--- src/rtl/alu_issue_pkg.sv ---
`default_nettype none
// ============================================================================
// Module      : alu_issue_pkg
// Description : Shared ALU control codes, funct/ALUOp encodings and the issue
//               sequencer state type.
// Revision    : 1.0 - initial release
// ============================================================================
package alu_issue_pkg;

    localparam logic [2:0] c_ctrl_and = 3'b000;
    localparam logic [2:0] c_ctrl_or  = 3'b001;
    localparam logic [2:0] c_ctrl_add = 3'b010;
    localparam logic [2:0] c_ctrl_mul = 3'b100;
    localparam logic [2:0] c_ctrl_sub = 3'b110;

    localparam logic [5:0] c_funct_add = 6'b100000;
    localparam logic [5:0] c_funct_sub = 6'b100010;
    localparam logic [5:0] c_funct_and = 6'b100100;
    localparam logic [5:0] c_funct_or  = 6'b100101;
    localparam logic [5:0] c_funct_mul = 6'b011000;

    localparam logic [1:0] c_aluop_add   = 2'b00;
    localparam logic [1:0] c_aluop_sub   = 2'b01;
    localparam logic [1:0] c_aluop_rtype = 2'b10;
    localparam logic [1:0] c_aluop_or    = 2'b11;

    typedef enum logic [1:0] {
        IDLE = 2'd0,
        EXEC = 2'd1,
        MULW = 2'd2,
        DONE = 2'd3
    } alu_state_t;

endpackage
`default_nettype wire

--- src/rtl/alu_funct_dec.sv ---
`default_nettype none
// ============================================================================
// Module      : alu_funct_dec
// Description : Combinational (ALUOp, funct) -> ALU control decoder.
//               MUL decodes only when ALU_ISSUE_MUL_EN is defined.
// Revision    : 1.0 - initial release
// ============================================================================
module alu_funct_dec
    import alu_issue_pkg::*;
(
    input  logic [1:0] aluop_i,
    input  logic [5:0] funct_i,
    output logic [2:0] ctrl_o,
    output logic       illegal_o
);

    always_comb begin
        ctrl_o    = c_ctrl_add;
        illegal_o = 1'b0;
        case (aluop_i)
            c_aluop_add: ctrl_o = c_ctrl_add;
            c_aluop_sub: ctrl_o = c_ctrl_sub;
            c_aluop_or:  ctrl_o = c_ctrl_or;
            default: begin
                case (funct_i)
                    c_funct_add: ctrl_o = c_ctrl_add;
                    c_funct_sub: ctrl_o = c_ctrl_sub;
                    c_funct_and: ctrl_o = c_ctrl_and;
                    c_funct_or:  ctrl_o = c_ctrl_or;
`ifdef ALU_ISSUE_MUL_EN
                    c_funct_mul: ctrl_o = c_ctrl_mul;
`endif
                    // Undecodable funct falls back to ADD and is flagged
                    default: begin
                        ctrl_o    = c_ctrl_add;
                        illegal_o = 1'b1;
                    end
                endcase
            end
        endcase
    end

endmodule
`default_nettype wire

--- src/rtl/alu_issue_seq.sv ---
`default_nettype none
// ============================================================================
// Module      : alu_issue_seq
// Description : Issues one operation at a time to an external combinational
//               ALU and returns the result over a valid/ready handshake.
//               Define ALU_ISSUE_MUL_EN to enable multi-cycle MUL support.
// Revision    : 1.0 - initial release
// ============================================================================
module alu_issue_seq
    import alu_issue_pkg::*;
#(
    parameter int MUL_LAT = 3
) (
    input  logic        clk_i,
    input  logic        rst_i,
    input  logic        valid_i,
    output logic        ready_o,
    input  logic [1:0]  ALUOp_i,
    input  logic [5:0]  funct_i,
    input  logic [31:0] rs_data_i,
    input  logic [31:0] rt_data_i,
    input  logic [31:0] imm_i,
    input  logic        ALUSrc_i,
    output logic [31:0] alu_data1_o,
    output logic [31:0] alu_data2_o,
    output logic [2:0]  alu_ctrl_o,
    input  logic [31:0] alu_result_i,
    output logic [31:0] result_o,
    output logic        result_valid_o,
    input  logic        ready_i,
    output logic        illegal_o
);

    if (MUL_LAT < 1 || MUL_LAT > 15) begin : g_mul_lat_check
        $error("alu_issue_seq: MUL_LAT must be in 1..15");
    end

    alu_state_t  r_state;
    alu_state_t  w_next;
    logic [31:0] r_data1;
    logic [31:0] r_data2;
    logic [2:0]  r_ctrl;
    logic [31:0] r_result;
    logic        r_illegal;
    logic        w_accept;
    logic        w_capture;
    logic [2:0]  w_dec_ctrl;
    logic        w_dec_illegal;

    alu_funct_dec u_dec (
        .aluop_i   (ALUOp_i),
        .funct_i   (funct_i),
        .ctrl_o    (w_dec_ctrl),
        .illegal_o (w_dec_illegal)
    );

    assign ready_o        = (r_state == IDLE) && !rst_i;
    assign w_accept       = valid_i && ready_o;
    assign alu_data1_o    = r_data1;
    assign alu_data2_o    = r_data2;
    assign alu_ctrl_o     = r_ctrl;
    assign result_o       = r_result;
    assign result_valid_o = (r_state == DONE);
    assign illegal_o      = r_illegal;

`ifdef ALU_ISSUE_MUL_EN
    localparam logic [3:0] c_cnt_load = 4'(MUL_LAT - 1);
    logic [3:0] r_cnt;
    logic [3:0] w_cnt_dec;
    logic       w_mul_wait;

    assign w_cnt_dec  = r_cnt - 4'd1;
    assign w_mul_wait = (r_ctrl == c_ctrl_mul) && (MUL_LAT > 1);

    always_ff @(posedge clk_i) begin
        if (rst_i) begin
            r_cnt <= 4'd0;
        end else if (r_state == EXEC && w_mul_wait) begin
            r_cnt <= c_cnt_load;
        end else if (r_state == MULW) begin
            r_cnt <= w_cnt_dec;
        end
    end
`endif

    always_comb begin
        w_next    = r_state;
        w_capture = 1'b0;
        case (r_state)
            IDLE: if (w_accept) w_next = EXEC;
            EXEC: begin
`ifdef ALU_ISSUE_MUL_EN
                if (w_mul_wait) begin
                    w_next = MULW;
                end else begin
                    w_capture = 1'b1;
                    w_next    = DONE;
                end
`else
                w_capture = 1'b1;
                w_next    = DONE;
`endif
            end
`ifdef ALU_ISSUE_MUL_EN
            // Capture on the cycle the counter decrements to zero
            MULW: begin
                if (w_cnt_dec == 4'd0) begin
                    w_capture = 1'b1;
                    w_next    = DONE;
                end
            end
`endif
            DONE: if (ready_i) w_next = IDLE;
            default: w_next = IDLE;
        endcase
    end

    always_ff @(posedge clk_i) begin
        if (rst_i) begin
            r_state   <= IDLE;
            r_data1   <= 32'd0;
            r_data2   <= 32'd0;
            r_ctrl    <= c_ctrl_and;
            r_result  <= 32'd0;
            r_illegal <= 1'b0;
        end else begin
            r_state   <= w_next;
            r_illegal <= w_accept && w_dec_illegal;
            if (w_accept) begin
                r_data1 <= rs_data_i;
                r_data2 <= ALUSrc_i ? imm_i : rt_data_i;
                r_ctrl  <= w_dec_ctrl;
            end
            if (w_capture) begin
                r_result <= alu_result_i;
            end
        end
    end

endmodule
`default_nettype wire

--- config.mk ---
export PLATFORM = sky130hd
export DESIGN_NAME = alu_issue_seq
export DESIGN_NICKNAME = d
export VERILOG_FILES = /design/src/rtl/alu_issue_pkg.sv /design/src/rtl/alu_funct_dec.sv /design/src/rtl/alu_issue_seq.sv
export SDC_FILE = /design/constraint.sdc
export NUM_CORES = 1
export LEC_CHECK = 0
export ABC_AREA = 1
export CAP_MARGIN = 20
export CORE_AREA = 5 5 83 123
export DETAILED_ROUTE_END_ITERATION = 8
export DIE_AREA = 0 0 88 128
export DONT_BUFFER_PORTS = 1
export MAX_ROUTING_LAYER = met4
export SETUP_SLACK_MARGIN = 0.1
export SYNTH_ARGS = -nofsm -noshare
export SYNTH_HDL_FRONTEND = slang
export SYNTH_SLANG_ARGS = --single-unit
--- constraint.sdc ---
create_clock -name clk_i -period 1.2 [get_ports clk_i]
set_input_delay 0.06 -clock clk_i [delete_from_list [all_inputs] [get_ports clk_i]]
set_output_delay 0.06 -clock clk_i [all_outputs]
set_load 0.01 [all_outputs]
==> results by group, run 1 <==
Global routing
  • Largest net degree at the start of global routing: 66
  • GR Util All Layers: 0.218
  • Overflow left after global routing: 0
  • Antenna violations before repair: 0
  • First-pass GRT wire length: ~19000 um
  • Vias in the first global route: approximately 3900

Job
  • Max_cap viols: 0

Logic synthesis
  • Top cell type's share of synthesized area: 0.496
  • Synth area leader: dfxtp_1
  • Synth async-reset ratio: 0
  • Ys flop type: dfxtp_1
  • Cell count after synthesis: ~570
  • Number of synthesized flops with an enable pin: 0
  • Top cells by area, synth: dfxtp_1 (50%), nand3_1 (12%), nand2_1 (9.3%)
  • Post-synth net total: roughly 710
  • Top post-synthesis cells by count: dfxtp_1 (102), nand2_1 (102), nand3_1 (100)
  • Seq/Total Area, Yosys: 0.496
  • Register bit count reported by yosys: 102
  • Mean Syn Cell Area: about 7.3 um2
  • Post-Syn Area: approximately 4100 um2
  • YS warnings: 0
  • Synth unique cells: 20

Detailed routing
  • DRC viols: 0
  • WL per Instance: roughly 17 um
  • Wl on met1: 4640 um
  • Top routing layer used: met4
  • Vias: 3991
  • Drt pass-1 iters: 4
  • Iter 0 DRT Violations: between 200 and 300
  • Met3 wire len: about 1300 um
  • Total Routed Length: around 13000 um
  • Post-route ant nets: 0
  • Vias per inst: 5.38
  • DR WL met2: about 6500 um

Timing
  • Final period utilization: 1.01
  • WHS: -212 ps
  • Worst slew pin tran: about 300 ps
  • Setup violators final: 2
  • Setup TNS: -21.4 ps
  • Achievable frequency: slightly above 0.8 GHz
  • Max Slew Vio Count: 0
  • RSZ-0062 raised after global routing: yes
  • Post-layout min period: about 1200 ps
  • Fin worst setup slack: -18.0 ps
  • Skew final: approximately 6 ps
  • Fin. Hold Viols: 67
  • Slew HR: 0.800

Min path
  • Hold WC Path Type: in2reg

Floorplan
  • Die X: slightly below 90 um
  • Die area: roughly 11000 um2
  • FP Rows: 43
  • I/O pins: roughly 240
  • Die Span Y: 128 um
  • Core area: between 9000 and 10000 um2
  • Initial core utilization: 0.453

Critical path
  • Reg2reg setup slack: 0 ps
  • Worst Setup Start Kind: flip-flop
  • Worst reg2reg startpoint: r_state[0]$_SDFFE_PP0P_
  • CP Max Fanout: 6
  • Crit end category: output port
  • Worst EP required: roughly 1100 ps
  • Critical R2R Capture: alu_data2_o[8]$_SDFFE_PP0P_
  • Arrival time worst endpoint: about 1200 ps
  • Critical path launch point: r_state[0]$_SDFFE_PP0P_
  • WS Path Type: reg2out
  • Capture point of the worst path: ready_o
  • R2R depth: 5

Clock tree
  • Reg clk slew, reported paths: 70 ps
  • Worst skew pair latency: between 300 and 400 ps
  • Clock buffer count from CTS: 9
  • Maximum root-to-sink buffer count: 2
  • Max H-tree Level: 3
  • TritonCTS clock tree: done
  • Clock Sinks: 102
  • CTS root buf: clkbuf_16
  • Hold Buf Count CTS: around 70

Pwr
  • Register share of total power: 0.496
  • Combinational share of power: 0.145
  • PD cells: 1520 nW/um2
  • Pint: 6020 uW
  • Switching power: around 2200 uW
  • P_leak: 0.00237 uW
  • Worst VDD drop: 0.000873 V
  • Switching share of power: 0.269
  • Clock power frac: 0.359

Placed design
  • Port bufs: 0
  • Placed Instance Area: 4170 um2
  • Gpl congestion: 0.827
  • Post-DP HPWL: between 8000 and 9000 um

Layout
  • Fillers: slightly below 800
  • Layout cells sized above 1: 0.0746
  • N_diodes: 0
  • Area of the multi-input gates: about 1700 um2
  • Synthesis-to-finish area growth: 31.5%
  • Design Area, Final: approximately 5400 um2
  • Register area: ~2000 um2
  • Final #Nets: around 770

Run status
  • Failing checks: hold timing, setup timing
  • Status: complete, but fails checks
## power by group through the flow
stage | Combinational [uW] | Sequential [uW] | Clock [uW]
after floorplan | 708 | 4070 | 0
after global placement | 779 | 4160 | 0
after detailed placement | 806 | 4160 | 0
after CTS | 1070 | 4090 | 3020
after global routing | 1350 | 4120 | 3150
final | 1190 | 4090 | 2960
## what timing repair did
item | 4_1_cts | 5_1_grt
gates cloned | 2 | 5
endpoints found under the hold margin | 102 | 67
buffers inserted | 1 | 1
pin swaps | 1 | 0
resized for setup | 9 | 6
setup endpoints to repair | 72 | 101
## how the worst min path moves through the flow
stage / start / cells past startpoint / slack (ps) / end
6_report: rst_i / 1 / -210 / alu_data2_o[30]$_SDFFE_PP0P_
5_1_grt: rst_i / 1 / -230 / alu_data2_o[30]$_SDFFE_PP0P_
4_1_cts: rst_i / 1 / -230 / alu_data2_o[30]$_SDFFE_PP0P_
3_5_place_dp: rst_i / 1 / 140 / alu_data2_o[30]$_SDFFE_PP0P_
3_3_place_gp: rst_i / 1 / 130 / alu_data2_o[30]$_SDFFE_PP0P_
2_1_floorplan: rs_data_i[0] / 2 / 190 / alu_data1_o[0]$_SDFFE_PP0P_
## layout by cell type, fill, tap and decap left out, types with 2 or more instances in the layout
master,synthesis,final
nand2_1,102,102
nor2_4,0,2
a22oi_1,2,2
a21oi_1,35,34
dfxtp_1,102,100
clkinvlp_4,0,3
o21ai_1,6,6
o21ai_0,58,58
dlygate4sd3_1,0,71
buf_4,6,5
nor2_1,68,66
buf_6,0,4
clkbuf_8,0,2
buf_12,0,3
clkbuf_16,0,13
inv_1,40,40
nand3_1,100,100
nor3_1,3,3
inv_2,2,2
dfxtp_2,0,2
## cell type report
| class | count | area share |
|---|---|---|
| clock buffer | 11 | 0.0467 |
| clock inverter | 5 | 0.0106 |
| inverter | 42 | 0.0291 |
| multi-input combinational | 380 | 0.322 |
| sequential | 102 | 0.377 |
| tap | 112 | 0.0259 |
| timing repair buffer | 90 | 0.188 |
## registers in the layout, summed over array words and instances, names as in the netlist
name         flops
alu_data1_o     32
alu_data2_o     32
alu_ctrl_o       3
illegal_o        1
r_state          2
result_o        32
## critical path, cell delays in order (launching register included)
cell and delay (ps):
dfxtp_2 350, nor3_4 160, buf_6 180, buf_12 130
## kinds of logic (layout without fill, tap and decap cells)
| group | count (synthesis) | after routing | synth area share |
|---|---|---|---|
| AOI/OAI and AO/OA | 102 | 102 | 0.126 |
| buffers and inverters | 87 | 148 | 0.0908 |
| DFF | 102 | 102 | 0.496 |
| and+or+nand+nor | 277 | 278 | 0.288 |
## through the flow
step / instances / power [uW] / worst slack, ps / util
5_1_grt: 742 / 8620 / -88.6 / 0.596
3_5_place_dp: 646 / 4970 / -28.0 / 0.459
4_1_cts: 736 / 8180 / -3.90 / 0.580
2_1_floorplan: 568 / 4780 / 101 / -
6_report: 742 / 8240 / -18.0 / 0.596
3_3_place_gp: 646 / 4940 / 27.9 / 0.459
## per-layer routing
metal  vias up  global-route usage
li1       1957                   -
met1      1807               0.240
met2       200               0.366
met3        27              0.0707
met4         0              0.0768
met5         -                   -
Note: power is estimated with default switching activity, not from simulation.
==> run 2, diff against run 1 <==
==> constraint.sdc (replaced) <==
create_clock -name clk_i -period 1.4 [get_ports clk_i]
set_input_delay 0.07 -clock clk_i [delete_from_list [all_inputs] [get_ports clk_i]]
set_output_delay 0.07 -clock clk_i [all_outputs]
set_load 0.01 [all_outputs]
==> run 2 against run 1 <==
Effect of this change: the run ends with hold timing left; final area shrank 2.7%; clock power shrank 21%; worst hold slack gained 83 ps; sequential share of layout area grew 1.1 points; sequential power shrank 14%; setup slack gained 180 ps; power shrank 18%; critical path depth is the same; count of clock-buffer cells in the layout shrank 2; register-to-register slack gained 190 ps.
==> results by group, run 2 (synthesis gave the netlist of run 1 again) <==
Critical path
  • Critical R2R Capture: alu_data2_o[1]$_SDFFE_PP0P_
  • Reg2reg setup slack: about 190 ps
  • R2R depth: 5
  • Worst reg2reg startpoint: r_state[0]$_SDFFE_PP0P_
  • Worst Setup Start Kind: flip-flop
  • CP Max Fanout: 12
  • Arrival time worst endpoint: 1170 ps
  • Crit end category: output port
  • WS Path Type: reg2out
  • Worst EP required: about 1300 ps
  • Critical path launch point: r_state[0]$_SDFFE_PP0P_
  • Capture point of the worst path: ready_o

Clock tree
  • CTS root buf: clkbuf_16
  • Reg clk slew, reported paths: roughly 70 ps
  • Worst skew pair latency: roughly 340 ps
  • Max H-tree Level: 3
  • TritonCTS clock tree: done
  • Clock Sinks: 102
  • Clock buffer count from CTS: 9
  • Maximum root-to-sink buffer count: 2

Pwr
  • PD cells: about 1300 nW/um2
  • P_leak: between 0.002 and 0.0025 uW
  • Total power: 6790 uW
  • Worst VDD drop: 0.000991 V

Layout
  • Most common cell after layout, fill and taps aside: nand2_1
  • Most frequent cells in the layout: nand2_1 (102), nand3_1 (100), dfxtp_1 (100), dlygate4sd3_1 (72), nor2_1 (67)
  • Synthesis-to-finish area growth: 27.9%
  • Final #Nets: 757
  • Register area: slightly above 2000 um2
  • N_diodes: 0
  • Design Area, Final: approximately 5300 um2
  • Layout cells sized above 1: 0.0596
  • Fillers: roughly 810
  • Area of the multi-input gates: 1720 um2

Timing
  • Skew final: roughly 6.9 ps
  • Setup violators final: 0
  • Slew HR: 0.810
  • Fin. Hold Viols: 64
  • Fin worst setup slack: 158 ps
  • RSZ-0062 raised after global routing: yes
  • Post-layout min period: between 1000 and 1500 ps
  • Setup TNS: 0 ps
  • Achievable frequency: around 0.81 GHz
  • Final period utilization: 0.887
  • WHS: -129 ps
  • Max Slew Vio Count: 0
  • Worst slew pin tran: between 200 and 300 ps

Global routing
  • First-pass GRT wire length: 18600 um
  • Overflow left after global routing: 0
  • Met3 usage in global routing: 0.0592
  • Vias in the first global route: around 3700
  • GRT busiest layer: met2
  • M1 GR Usage: 0.238
  • Largest net degree at the start of global routing: 67
  • GR Util met2: 0.365
  • GR Util All Layers: 0.216
  • Antenna violations before repair: 0

Detailed routing
  • Post-route ant nets: 0
  • Vias per inst: between 5 and 6
  • Total Routed Length: approximately 12000 um
  • Drt pass-1 iters: 5
  • Vias: ~3900
  • Iter 0 DRT Violations: around 180
  • DRC viols: 0
  • WL per Instance: 16.9 um

Floorplan
  • Die Span Y: around 130 um
  • Die area: 11300 um2
  • Initial core utilization: 0.453
  • I/O pins: 243
  • FP Rows: 43
  • Core area: approximately 9000 um2
  • Die X: just under 90 um

Placed design
  • Dpl ws: ~160 ps
  • Placed Instance Area: between 4000 and 5000 um2
  • Port bufs: 0
  • Gpl congestion: roughly 0.8
  • Post-DP HPWL: between 7000 and 8000 um

Min path
  • Hold WC Path Type: in2reg

Run status
  • Failing checks: hold timing
  • Status: complete, but fails checks

Job
  • Max_cap viols: 0
-- run 2: cell count changes in the layout (fill, tap and decap cells not counted), moves of 2 or more --
cell and delta:
buf_4 -5, clkbuf_16 -4, buf_12 +3, buf_6 -2, clkbuf_8 -2, clkinvlp_4 -2, inv_6 +2, nor2_4 -2
-- run 2: metrics by stage --
| step | hold slack [ps] | instances | utilization |
|---|---|---|---|
| floorplan | 201 | 568 | - |
| global placement | 148 | 642 | 0.457 |
| CTS | -139 | 732 | 0.575 |
| finish | -129 | 733 | 0.579 |
| global route | -136 | 733 | 0.579 |
| detailed placement | 149 | 642 | 0.457 |
-- run 2: critical path, cell delays in order (launching register included) --
cell and delay, ps:
dfxtp_2 350, nor3_4 200, buf_12 150, buf_12 130
-- run 2: final cells by class --
type / instances / area share
Inverter: 42 / 0.0299
Timing Repair Buffer: 82 / 0.175
Clock buffer: 9 / 0.0427
Multi-Input combinational cell: 379 / 0.327
Sequential cell: 102 / 0.388
Clock inverter: 7 / 0.0104
Tap cell: 112 / 0.0266
-- run 2: power by group --
part	switching, uW	internal [uW]
clock	1110	1230
sequential	329	3170
combinational	499	450
total	1940	4850
-- run 2: metal layers --
metal  vias to the layer above  part of all wire
li1                       1936                 -
met1                      1779              0.37
met2                       191              0.51
met3                        24             0.097
met4                         0             0.024
met5                         -                 0
-- run 2: worst min path at each step --
stage                       from  slack, ps                      endpoint  cells past startpoint
finish                   valid_i       -130   alu_data1_o[0]$_SDFFE_PP0P_                      2
floorplan           rs_data_i[0]        200   alu_data1_o[0]$_SDFFE_PP0P_                      2
global placement           rst_i        150  alu_data2_o[10]$_SDFFE_PP0P_                      1
CTS                      valid_i       -140  alu_data1_o[31]$_SDFFE_PP0P_                      2
detailed placement         rst_i        150  alu_data2_o[10]$_SDFFE_PP0P_                      1
global route             valid_i       -140   alu_data1_o[4]$_SDFFE_PP0P_                      2
-- run 2: timing repair --
action	in CTS	in global routing
resized for setup	3	8
gates cloned	1	0
pin swaps	1	0
hold buffers	72	2
hold endpoints to repair	102	66
buffers inserted	1	0
endpoints found under the setup margin	1	66
